==> src/rtl/pulse_conditioner.sv <==
`default_nettype none
// ============================================================================
// Module   : pulse_conditioner
// Purpose  : Synchronise and debounce a raw heart pulse, apply a refractory
//            window, and emit one beat strobe plus beat-to-beat interval.
// Revision : 1.0
// ============================================================================
module pulse_conditioner #(
    parameter int SYNC_STAGES      = 2,
    parameter int DEBOUNCE_TICKS   = 8,
    parameter int REFRACTORY_TICKS = 488,
    parameter int TIMEOUT_TICKS    = 7320,
    parameter int CNT_W            = 13
) (
    input  logic             clk,
    input  logic             reset,
    input  logic             tick_en,
    input  logic             raw_pulse,
    output logic             beat,
    output logic [CNT_W-1:0] interval,
    output logic             interval_valid,
    output logic             no_signal
);

    localparam int c_DEB_W = $clog2(DEBOUNCE_TICKS + 1);
    localparam int c_REF_W = (REFRACTORY_TICKS > 0) ? $clog2(REFRACTORY_TICKS + 1) : 1;

    localparam logic [c_DEB_W-1:0] c_DEB_LAST = c_DEB_W'(DEBOUNCE_TICKS - 1);
    localparam logic [c_REF_W-1:0] c_REF_LOAD = c_REF_W'(REFRACTORY_TICKS);
    localparam logic [CNT_W-1:0]   c_TIMEOUT  = CNT_W'(TIMEOUT_TICKS);

    typedef enum logic [1:0] {
        IDLE    = 2'd0,
        REFRACT = 2'd1,
        ARMED   = 2'd2
    } state_t;

    logic [SYNC_STAGES-1:0] r_sync;
    logic                   w_sync_level;
    logic [c_DEB_W-1:0]     r_deb_cnt;
    logic                   r_clean;
    logic                   r_clean_d;
    logic                   w_cand;

    state_t                 r_state,    w_state_nxt;
    logic [CNT_W-1:0]       r_cnt,      w_cnt_nxt;
    logic [c_REF_W-1:0]     r_ref,      w_ref_nxt;
    logic                   r_beat,     w_beat_nxt;
    logic                   r_iv,       w_iv_nxt;
    logic [CNT_W-1:0]       r_interval, w_interval_nxt;
    logic                   r_nosig,    w_nosig_nxt;

    always_ff @(posedge clk or negedge reset) begin
        if (!reset) begin
            r_sync <= '0;
        end else begin
            r_sync <= {r_sync[SYNC_STAGES-2:0], raw_pulse};
        end
    end

    assign w_sync_level = r_sync[SYNC_STAGES-1];

    // Clean level only moves after DEBOUNCE_TICKS consecutive disagreeing ticks.
    always_ff @(posedge clk or negedge reset) begin
        if (!reset) begin
            r_deb_cnt <= '0;
            r_clean   <= 1'b0;
            r_clean_d <= 1'b0;
        end else begin
            r_clean_d <= r_clean;
            if (tick_en) begin
                if (w_sync_level != r_clean) begin
                    if (r_deb_cnt == c_DEB_LAST) begin
                        r_clean   <= ~r_clean;
                        r_deb_cnt <= '0;
                    end else begin
                        r_deb_cnt <= r_deb_cnt + c_DEB_W'(1);
                    end
                end else begin
                    r_deb_cnt <= '0;
                end
            end
        end
    end

    assign w_cand = r_clean & ~r_clean_d;

    always_ff @(posedge clk or negedge reset) begin
        if (!reset) begin
            r_state    <= IDLE;
            r_cnt      <= '0;
            r_ref      <= '0;
            r_beat     <= 1'b0;
            r_iv       <= 1'b0;
            r_interval <= '0;
            r_nosig    <= 1'b1;
        end else begin
            r_state    <= w_state_nxt;
            r_cnt      <= w_cnt_nxt;
            r_ref      <= w_ref_nxt;
            r_beat     <= w_beat_nxt;
            r_iv       <= w_iv_nxt;
            r_interval <= w_interval_nxt;
            r_nosig    <= w_nosig_nxt;
        end
    end

    // An accept overrides the free-running counter update, so a concurrent tick is dropped.
    always_comb begin
        w_state_nxt    = r_state;
        w_cnt_nxt      = r_cnt;
        w_ref_nxt      = r_ref;
        w_beat_nxt     = 1'b0;
        w_iv_nxt       = 1'b0;
        w_interval_nxt = r_interval;
        w_nosig_nxt    = r_nosig;

        if (tick_en && (r_cnt != c_TIMEOUT)) begin
            w_cnt_nxt = r_cnt + CNT_W'(1);
        end
        if (tick_en && (r_ref != '0)) begin
            w_ref_nxt = r_ref - c_REF_W'(1);
        end

        case (r_state)
            IDLE: begin
                if (w_cand) begin
                    w_beat_nxt  = 1'b1;
                    w_cnt_nxt   = '0;
                    w_ref_nxt   = c_REF_LOAD;
                    w_nosig_nxt = 1'b0;
                    w_state_nxt = REFRACT;
                end
            end
            REFRACT: begin
                if (r_cnt == c_TIMEOUT) begin
                    w_nosig_nxt = 1'b1;
                    w_state_nxt = IDLE;
                end else if (r_ref == '0) begin
                    w_state_nxt = ARMED;
                end
            end
            ARMED: begin
                if (w_cand) begin
                    w_beat_nxt     = 1'b1;
                    w_iv_nxt       = 1'b1;
                    w_interval_nxt = r_cnt;
                    w_cnt_nxt      = '0;
                    w_ref_nxt      = c_REF_LOAD;
                    w_state_nxt    = REFRACT;
                end else if (r_cnt == c_TIMEOUT) begin
                    w_nosig_nxt = 1'b1;
                    w_state_nxt = IDLE;
                end
            end
            default: begin
                w_state_nxt = IDLE;
            end
        endcase
    end

    assign beat           = r_beat;
    assign interval_valid = r_iv;
    assign interval       = r_interval;
    assign no_signal      = r_nosig;

endmodule
`default_nettype wire

==> config.mk <==
export PLATFORM = sky130hd
export DESIGN_NAME = pulse_conditioner
export DESIGN_NICKNAME = d
export VERILOG_FILES = /design/src/rtl/pulse_conditioner.sv
export SDC_FILE = /design/constraint.sdc
export NUM_CORES = 1
export LEC_CHECK = 0
export ABC_CLOCK_PERIOD_IN_PS = 5800
export BUFFER_PORTS_ARGS = -buffer_cell sky130_fd_sc_hd__buf_2
export CORE_MARGIN = 3
export CORE_UTILIZATION = 40
export CTS_CLUSTER_DIAMETER = 100
export DETAILED_ROUTE_END_ITERATION = 8
export PLACE_DENSITY = 0.66
export SYNTH_ARGS = -nofsm -noshare
export SYNTH_HDL_FRONTEND = slang
export SYNTH_SLANG_ARGS = --single-unit
==> constraint.sdc <==
create_clock -name clk -period 5.8 [get_ports clk]
set_clock_uncertainty 0.15 [all_clocks]
set_input_delay 1.45 -clock clk [delete_from_list [all_inputs] [get_ports clk]]
set_output_delay 1.45 -clock clk [all_outputs]
set_load 0.05 [all_outputs]
* After elaboration in Yosys (flattened, before gate mapping)
Index checks and enable logic that the tools add are counted.
** Storage, ports and cells
- Register bits after elaboration :: 48
- Input bits :: 4
- Output and inout port bits :: 16
- Logic and storage cells :: 59
** Cells by class
- Add/subtract/negate cells :: 3
- Equal/unequal tests :: 10
- Mux-type cells :: 21
- Bitwise logic cells :: 3
- Reductions and logical operators :: 11
** Operators with widths (number)
- $mux 13 :: 3
- $mux 9 :: 3
- $add 13x1->13 const B :: 1
- $eq 13x13->1 const B :: 1
- $ne 13x13->1 const B :: 1
- $mux 2 :: 5
- $logic_not 9->1 :: 1
- $reduce_and 3->1 :: 3
- $reduce_bool 9->1 :: 1
- $sub 9x1->9 const B :: 1
- $mux 4 :: 2
- $mux 1 :: 6
- $ne 3x3->1 const B :: 2
- $pmux 2 s3 :: 1
- $add 4x1->4 const B :: 1
- $eq 4x3->1 const B :: 1
- $ne 2x2->1 const B :: 2
- $pmux 1 s3 :: 1
- $reduce_bool 3->1 :: 1
- $eq 2x1->1 const B :: 1
- $eq 2x2->1 const B :: 1
- $logic_and 1x1->1 :: 2
- $logic_not 2->1 :: 1
- $not 1->1 :: 2
- 4 further kinds :: 4

* Longest topological paths before layout
Gate-level depths: netlist of run 1.
- Depth after elaboration :: 5
- Depth in mapped cells :: 7

* Worst setup path before layout of run 1
OpenSTA, ideal clock, no wires.
- Kind :: in2reg
- From :: input tick_en
- To :: register r_ref[6]
- Setup time :: 132 ps
- Arrival :: 2366 ps
- Data required time :: 5518 ps
- Path slack :: 3152 ps
- Stages on the path :: 4
- Buffers on the path :: 0
- Path through :: nor4bb_1 o21ai_1 o31ai_1 or3b_1
** Between the ends
- Longest elaborated chain between the ends :: 4
** Ends and longest elaborated chain
- start: declaration :: line 17 : input logic tick_en,
- $logic_and 1x1->1 (*) :: line 121 : if (tick_en && (r_ref != '0)) begin
- $mux 9 (*) :: line 121
- $mux 9 :: line 127, 144
- $mux 9 (*)
- named net w_ref_nxt[6] :: line 47 : logic [c_REF_W-1:0] r_ref, w_ref_nxt;
- end signal: assignment :: line 100 : r_ref <= w_ref_nxt;
- end: declaration :: line 47
Mark *: on every way through the listed nets, which the timed path passes. The rest lies on a longest branch.
A chain may end at the register's enable or synchronous reset.

* Worst setup path in the final report of run 1
Ends and elaborated chain as after synthesis.

==> flow_summary.toml, run 1 <==
[yosys]
syn_inst = 207
post-synth-top-count-cell = "dfrtp_1"
synthesis.area_mm2 = 0.002291
synth_seq_cells = 48
yosysSeqAreaShare_pct = 52.48
avgSynthCellArea_um2 = 11.07
synth_edf_count = 0
async_flop_share_pct = 100.0
synth_top_area_share_pct = 51.34
ys_types = 45
synth.net_count = 219
yosysWarnings = 0
yosys-top-cells-area = "dfrtp_1 (51%), mux2_2 (7.9%), ha_1 (4.4%), xnor2_1 (3.1%), nor2_1 (2.8%)"
synth_flop_cell = "dfrtp_1"
yosys.area.top_type = "dfrtp_1"
synth_commonest_cells = "dfrtp_1 (47), nor2_1 (17), mux2_2 (16)"

[clock_tree]
cts_tree = "done"
cts.root.buffer_cell = "clkbuf_8"
insertion_delay_ns = 0.29
holdBufCountCts = 0
clk_pin_slew_ns = 0.09
post_cts_resized = 0
cts_buffers = 5
h-tree-depth = 2
clockBufferDepth = 2
cts_setup_buffers = 0
cts_sinks = 48

[cells_and_area]
diodes = 0
layoutNonFillerInstCount = 298
drive_gt1_share_pct = 21.93
synthToLayoutAreaGrowth_pct = 12.18
fin_nets = 239
nFillCells = 513

[sta]
timing.final.crit_share_pct = 47.29
slew_headroom_pct = 30.68
finalMaxSlewViolations = 0
rsz0062_at_grt = "false"
final.min_clock_period_ns = 2.743
hold_slack_ns = 0.2142
worst_pin_slew_ns = 1.040
hold_viol_final = 0
tns_ns = 0
fmax_mhz = 364.6
setup_viol = 0

[worst_hold_path]
hold_path.class = "reg2reg"

[grt]
grt_pass1_vias = 1546
overflow = 0
grt_pass1_wl_um = 7251
grt_usage_pct = 14.06
grt_max_degree = 49
grt_antenna_before_repair = 0

[pwr]
powerDensity_mw_per_mm2 = 364.2
leakagePower_nw = 1.181
ir_drop_mv = 0.1736

[critical_path]
cp-end-kind = "register"
crit_end = "r_ref[6]"
cp_max_fo = 16
crit_arrival_ns = 2.77
r2r-end = "r_ref[6]"
reg2reg_from = "r_state[1]"
crit_type = "in2reg"
startpoint_type = "input port"
crit_start = "tick_en"
rr_worst_depth = 5
worst-endpoint-required_ns = 5.82
r2r_slack_ns = 3.15

[routing]
dr_total_vias = 1575
drt-pass1-iter-count = 4
drt-initial-drc-count = 108
wire_per_inst_um = 13.93
drc_errors = 0
drt_wl_total_um = 4152
ant_nets = 0
viasPerCell = 5.285

[place]
hpwl_um = 2863
globalplace.congestion = 0.7985
place_inst = 290
port_buffers = 19

[floorplan]
die_area_mm2 = 0.006672
start_util_pct = 42.94
core_area_mm2 = 0.005335
die_h_um = 81.68
fp.dieW_um = 81.68
rows = 26
ios = 20

[run_status]
outcome = "finished, final reports clean"

[job]
drv_cap = 0
stage by stage:
step	power, mW	instance area (um^2)	setup WS, ns	utilization [%]
finish	0.9360	2570	3.057	48.17
global route	1.004	2570	2.912	48.17
CTS	0.9493	2570	3.077	48.17
detailed placement	0.6908	2449	2.768	45.90
global placement	0.6825	2449	2.795	45.90
floorplan	0.6333	2291	3.152	-
critical path: stages:
cell	delay (ns)
buf_2	0.24
nor4bb_1	0.31
o21ai_1	0.18
o31ai_1	0.21
or3b_1	0.37
report_power, final:
part	switching, mW	internal, mW	leakage [nW]
Sequential	0.0758	0.399	0.621
Combinational	0.115	0.0929	0.498
Clock	0.112	0.141	0.0614
Total	0.303	0.633	1.18
flip-flops by register name, indices dropped and copies added (netlist names):
| name | count |
|---|---|
| interval | 13 |
| r_cnt | 13 |
| r_ref | 9 |
| r_deb_cnt | 4 |
| r_state | 2 |
| r_sync | 2 |
| beat | 1 |
| interval_valid | 1 |
| no_signal | 1 |
| r_clean | 1 |
| r_clean_d | 1 |
area by class of cell:
class	count	area [um^2]	share of cell area, %
Clock buffer	6	82.58	3.213
Timing Repair Buffer	19	95.09	3.700
Inverter	13	48.80	1.899
Clock inverter	2	38.79	1.509
Tap cell	70	87.58	3.408
Sequential cell	48	1202	46.79
Multi-Input combinational cell	140	1015	39.48
per-layer routing:
layer  wire length, um  up-vias  global-route usage [%]
li1                  -      784                       -
met1              2058      768                   18.76
met2              1929       21                   22.39
met3               133        2                   3.289
met4                30        0                   4.983
met5                 0        -                       0
cell families (layout without fill, tap and decap cells):
kind of cell,count (synthesis),after routing,share of synthesized area [%]
AO/OA/AOI/OAI,30,30,8.575
flip-flops,48,48,52.49
XOR/XNOR,14,14,5.352
AND/OR/NAND/NOR,70,70,17.26
buffers and inverters,19,40,3.222
adder cells (fa/ha/maj),8,8,4.369
multiplexers,18,18,8.738
worst min-delay path by stage:
| stage | endpoint | from | depth (start not counted) | slack, ns |
|---|---|---|---|---|
| floorplan | r_sync[1] | r_sync[0] | 0 | 0.18 |
| CTS | r_sync[1] | r_sync[0] | 0 | 0.23 |
| global route | r_sync[1] | r_sync[0] | 0 | 0.24 |
| finish | r_sync[1] | r_sync[0] | 0 | 0.21 |
| detailed placement | r_sync[1] | r_sync[0] | 0 | 0.19 |
| global placement | r_sync[1] | r_sync[0] | 0 | 0.18 |
cells in the final DEF, fill, tap and decap left out, types with 2 or more instances in the layout:
cell / n
dfrtp_1: 47
buf_2: 19
nor2_1: 17
mux2_2: 16
inv_1: 12
o21ai_0: 9
nand3_1: 9
or3_1: 8
xnor2_1: 8
nand2_1: 8
ha_1: 8
xor2_1: 6
clkbuf_8: 6
o31ai_1: 5
a21oi_1: 5
nor4_1: 4
nand4_1: 4
nor3_1: 4
o21ai_1: 2
nand2b_1: 2
and3b_1: 2
mux2i_1: 2
No activity file was read; power rests on OpenSTA's default activity.
==> run 2: changes to the inputs <==
Settings changed: ABC_AREA set to 1, ABC_CLOCK_PERIOD_IN_PS 5800 to 2300, PLACE_DENSITY 0.66 to 0.68.
Clock period 5.8 ns to 2.3 ns, I/O delays scaled along.
==> flow_summary.toml, run 2 <==
[run_status]
outcome = "finished, final reports clean"

[clock_tree]
h-tree-depth = 2
cts_setup_buffers = 0
clockBufferDepth = 2
insertion_delay_ns = 0.30
cts_buffers = 5
cts.root.buffer_cell = "clkbuf_8"
clk_pin_slew_ns = 0.09
cts_sinks = 48
cts_tree = "done"

[yosys]
syn_inst = 306
synth_seq_cells = 48
synth_edf_count = 0
avgSynthCellArea_um2 = 8.129
synthAdderAreaFrac_pct = 4.024
synth.net_count = 318
yosysWarnings = 0
async_flop_share_pct = 100.0
synth_flop_cell = "dfrtp_1"
synthXorXnorAreaFrac_pct = 4.577
synth_compound_area_share_pct = 9.859
yosys-top-cells-area = "dfrtp_1 (47%), nand2_1 (14%), inv_1 (5.0%), xor2_1 (4.2%), nor2_1 (4.1%)"
synth_commonest_cells = "nand2_1 (94), dfrtp_1 (47), inv_1 (33)"
synth_top_family_by_area = "simple AND/OR/NAND/NOR gates"
synth_top_area_share_pct = 47.28
ys_types = 26
synthesis.area_mm2 = 0.002487
post-synth-top-count-cell = "nand2_1"
synthMuxAreaShare_pct = 0
yosys.area_share.simple_pct = 26.06
yosysSeqAreaShare_pct = 48.34
yosys.area.top_type = "dfrtp_1"

[pwr]
switchingPower_mw = 0.9490
leakagePower_nw = 1.362
ir_drop_mv = 0.3596
pwr-share-clk_pct = 23.7
swShare_pct = 37.15
p_seq_share_pct = 45.1
power_frac_comb_pct = 31.2
p_int_mw = 1.606
powerDensity_mw_per_mm2 = 922.2

[sta]
hold_slack_ns = 0.05283
tns_ns = 0
finalMaxSlewViolations = 0
setup_viol = 0
worst_pin_slew_ns = 0.4748
slew_headroom_pct = 68.27
rsz0062_at_grt = "false"
fin_ws_ns = 0.3861
hold_viol_final = 0
fmax_mhz = 522.5
timing.final.crit_share_pct = 83.21
final.min_clock_period_ns = 1.914

[critical_path]
slowest_stage = "dfrtp_1"
reg2reg_from = "r_cnt[0]"
cp-end-kind = "register"
startpoint_type = "register"
crit_type = "reg2reg"
cpMostUsedCell = "nand2_1"
rr_worst_depth = 9
cp_max_fo = 17
r2r-end = "r_cnt[9]"
r2r_slack_ns = 0.39
crit_start = "r_cnt[0]"
cp_cell_sequence = "inv_1 -> ha_1 -> nand2_1 -> nor2_1 -> nand3_2 -> nand2_4 -> inv_2 -> nand2_1 -> a21oi_2"
worst-endpoint-required_ns = 2.33
crit_arrival_ns = 1.94
cpPeakStageDelay_ns = 0.45
crit_end = "r_cnt[9]"

[grt]
overflow = 0
grt_pass1_wl_um = 8866
grt_pass1_vias = 1966
grt_max_degree = 32
grt_antenna_before_repair = 0
grt_usage_pct = 15.21

[cells_and_area]
fin_nets = 340
synthToLayoutAreaGrowth_pct = 11.37
diodes = 0
final_common_cell = "nand2_1"
drive_gt1_share_pct = 14.29
layout_common_cells = "nand2_1 (94), dfrtp_1 (47), inv_1 (33)"
nFillCells = 603
layoutNonFillerInstCount = 404

[routing]
drt-pass1-iter-count = 4
ant_nets = 0
drt-initial-drc-count = 135
viasPerCell = 4.889
dr_total_vias = 1975
drc_errors = 0
wire_per_inst_um = 12.03
drt_wl_total_um = 4862

[floorplan]
fp.dieW_um = 84.86
die_area_mm2 = 0.007200
core_area_mm2 = 0.005956
die_h_um = 84.86
rows = 28
ios = 20
start_util_pct = 41.76

[job]
drv_cap = 0

[worst_hold_path]
hold_path.class = "in2async"

[place]
place_inst = 396
dp_slack_ns = 0.1617
port_buffers = 19
hpwl_um = 3562
globalplace.congestion = 0.8682
[run 2: cell count changes after synthesis, moves of 7 or more]
cell	change
nand2_1	+86
inv_1	+21
mux2_2	-16
o21ai_0	+11
nor2_1	+10
or3_1	-8
a21oi_2	+7
xnor2_1	-7
[run 2: layout make-up]
cell class / count / area (um^2) / area share (%)
clock buffers: 6 / 72.57 / 2.620
clock inverters: 2 / 35.03 / 1.265
inverters: 37 / 138.9 / 5.014
multi-input cells: 216 / 1112 / 40.15
flip-flops and latches: 48 / 1202 / 43.41
well taps: 75 / 93.84 / 3.388
repair buffers: 20 / 115.1 / 4.155
[run 2: worst max-delay path, delay by kind of cell (launching register included)]
family          cells  cell delay, ns
simple gates        5            0.66
flops               1            0.45
buf+inv             2            0.30
fa+ha+maj           1            0.17
compound gates      1            0.05
[run 2: how the worst min path moves through the flow]
stage / start / to / slack [ns] / cells past startpoint
6_report: reset / r_ref[6] / 0.05 / 1
5_1_grt: reset / r_ref[6] / 0.07 / 1
4_1_cts: reset / r_ref[6] / 0.06 / 1
3_5_place_dp: r_sync[0] / r_sync[1] / 0.19 / 0
3_3_place_gp: r_sync[0] / r_sync[1] / 0.18 / 0
2_1_floorplan: reset / beat / 0.13 / 0
[run 2: kinds of logic after synthesis]
group / Yosys count
DFF: 48
xor gates and xnor gates: 13
adders and majority gates: 8
AOI/OAI and AO/OA: 42
and+or+nand+nor: 153
buffers and inverters: 42
[run 2: timing repair]
item                       CTS  global route
resized for setup            0             1
hold buffers                 0             0
setup endpoints to repair    0             2
[run 2: power by group through the flow]
stage                     logic [mW]  clock network, mW  registers (mW)
after detailed placement       0.799                  0            1.17
after CTS                      0.800              0.629            1.15
final                          0.796              0.606            1.15
after global routing           0.938              0.659            1.18
after global placement         0.771                  0            1.16
after floorplan                0.602                  0            1.16
[run 2: layer usage]
layer | wire length (um) | part of all wire [%] | vias up | GRT usage, %
met2 | 2193 | 45 | 40 | 24.13
met3 | 227 | 4.7 | 7 | 3.301
met4 | 76 | 1.6 | 0 | 5.612
li1 | - | - | 1013 | -
met5 | 0 | 0 | - | 0
met1 | 2364 | 49 | 915 | 20.55
[run 2: per-stage QoR]
stage	instance area, um^2	util, %	power [mW]
final	2770	46.51	2.555
after global routing	2770	46.51	2.781
after CTS	2765	46.43	2.583
after detailed placement	2658	44.62	1.967
after global placement	2658	44.62	1.934
after floorplan	2487	-	1.765
==> run 3: changes to the inputs <==
Settings changed: ABC_AREA 1 to 0, ABC_CLOCK_PERIOD_IN_PS 2300 to 1800, PLACE_DENSITY 0.68 to 0.66.
Clock period 2.3 ns to 1.8 ns, I/O delays scaled along.
==> flow_summary.toml, run 3 (synthesis gave the netlist of run 1 again) <==
[place]
hpwl_um = 3442
globalplace.congestion = 0.7770
dpl_cell_area_mm2 = 0.002858
port_buffers = 19
place_inst = 335

[sta]
worst_pin_slew_ns = 0.4734
slew_headroom_pct = 68.15
hold_viol_final = 0
final.min_clock_period_ns = 2.085
setup_viol = 13
tns_ns = -1.690
finalMaxSlewViolations = 0
fmax_mhz = 479.7
timing.final.crit_share_pct = 115.8
fin_ws_ns = -0.2847
rsz0062_at_grt = "true"

[worst_hold_path]
hold_path.class = "in2reg"

[floorplan]
die_h_um = 81.68
rows = 26
ios = 20
core_area_mm2 = 0.005335
start_util_pct = 42.94
fp.dieW_um = 81.68
die_area_mm2 = 0.006672

[grt]
grt_max_degree = 34
grt_usage_pct = 16.02
grt_pass1_vias = 1756
grt_pass1_wl_um = 8121
grt_antenna_before_repair = 0
overflow = 0

[routing]
dr_total_vias = 1800
drc_errors = 0
ant_nets = 0
viasPerCell = 5.070
drt-pass1-iter-count = 4
drt_wl_total_um = 5100
wire_per_inst_um = 14.37
drt-initial-drc-count = 74

[run_status]
violations = "negative setup slack"
outcome = "complete, but fails checks"

[critical_path]
r2r_slack_ns = -0.28
slowest_stage = "or4bb_4"
cp-end-kind = "register"
crit_arrival_ns = 2.12
worst-endpoint-required_ns = 1.84
crit_buf_inv = 3
cp_max_fo = 3
startpoint_type = "register"
cp_cell_sequence = "inv_2 -> ha_1 -> or4bb_4 -> buf_6 -> buf_12 -> o31ai_1 -> a211o_1 -> o211ai_2"
crit_type = "reg2reg"
cp_top_family = "compound AO/OA/AOI/OAI gates"
cpPeakStageDelay_ns = 0.47

[clock_tree]
cts.root.buffer_cell = "clkbuf_8"
clk_pin_slew_ns = 0.09
clockBufferDepth = 2
cts_sinks = 48
cts_tree = "done"
insertion_delay_ns = 0.30
cts_buffers = 5
h-tree-depth = 2

[cells_and_area]
diodes = 0
drive_gt1_share_pct = 43.86
fin_area_mm2 = 0.003166
fin_nets = 296
final_common_cell = "dfrtp_1"
layout_common_cells = "dfrtp_1 (47), buf_4 (46), buf_2 (19)"
layoutNonFillerInstCount = 355
synthToLayoutAreaGrowth_pct = 38.18

[job]
drv_cap = 0

[pwr]
ir_drop_mv = 0.5819
powerDensity_mw_per_mm2 = 1115
leakagePower_nw = 1.515
==> run 3: changes by cell type in the layout (fill, tap and decap cells not counted), moves of 6 or more <==
cell	before	now
buf_4	0	46
or3_1	0	7
a21oi_1	11	3
nor2_1	27	16
buf_6	0	7
o21ai_0	20	7
nand2_1	94	8
xor2_1	12	6
mux2_2	0	15
inv_1	33	9
nand3_1	15	9
==> run 3: final timing paths <==
check	cells past startpoint	start	end
max in group asynchronous	3	reset	no_signal
worst min-delay path	1	raw_pulse	r_sync[0]
worst min register to register	0	r_sync[0]	r_sync[1]
worst max-delay path	8	r_cnt[0]	r_state[1]
min in group asynchronous	2	reset	interval[10]
worst max register to register	8	r_cnt[0]	r_state[1]
==> run 3: stage by stage <==
stage	hold slack (ns)	total power [mW]	setup slack, ns	util (%)
floorplan	0.004409	2.086	-0.2443	-
global placement	0.1834	2.563	-0.2307	53.56
detailed placement	0.2089	2.603	-0.2726	53.56
CTS	0.09709	3.407	-0.2697	57.34
global route	0.09007	3.766	-0.3527	59.33
finish	0.1046	3.529	-0.2847	59.33
==> run 3: what timing repair did <==
item | in CTS | in global routing
gates resized for setup | 13 | 12
hold endpoints to repair | 15 | 0
hold buffers | 1 | 0
buffers inserted | 5 | 6
setup endpoints to repair | 13 | 14
pin swaps | 7 | 8
==> run 3: final cells by class <==
| class | count | area (um^2) |
|---|---|---|
| sequential | 48 | 1202 |
| multi-input combinational | 140 | 1142 |
| fill | 449 | 2170 |
| clock inverter | 1 | 7.507 |
| timing repair buffer | 76 | 589.3 |
| clock buffer | 7 | 86.33 |
| tap | 70 | 87.58 |
| inverter | 13 | 50.05 |
==> run 3: power by group <==
group	internal [mW]	total, mW	switching, mW
sequential	1.29	1.42	0.136
clock	0.313	0.674	0.361
combinational	0.746	1.43	0.687
==> run 3: worst reg2reg max path, cell delays in order (launching register included) <==
cell and delay (ns):
dfrtp_1 0.39, inv_2 0.06, ha_1 0.13, or4bb_4 0.47, buf_6 0.15, buf_12 0.12, o31ai_1 0.27, a211o_1 0.17
o211ai_2 0.07
==> run 3: layer usage <==
metal / share of wire [%] / vias to the layer above / routed length, um / track usage, %
li1: - / 899 / - / -
met1: 44 / 868 / 2269 / 20.49
met5: 0 / - / 0 / 0
met4: 1.6 / 0 / 83 / 7.475
met2: 51 / 25 / 2605 / 25.81
met3: 2.8 / 8 / 142 / 3.618
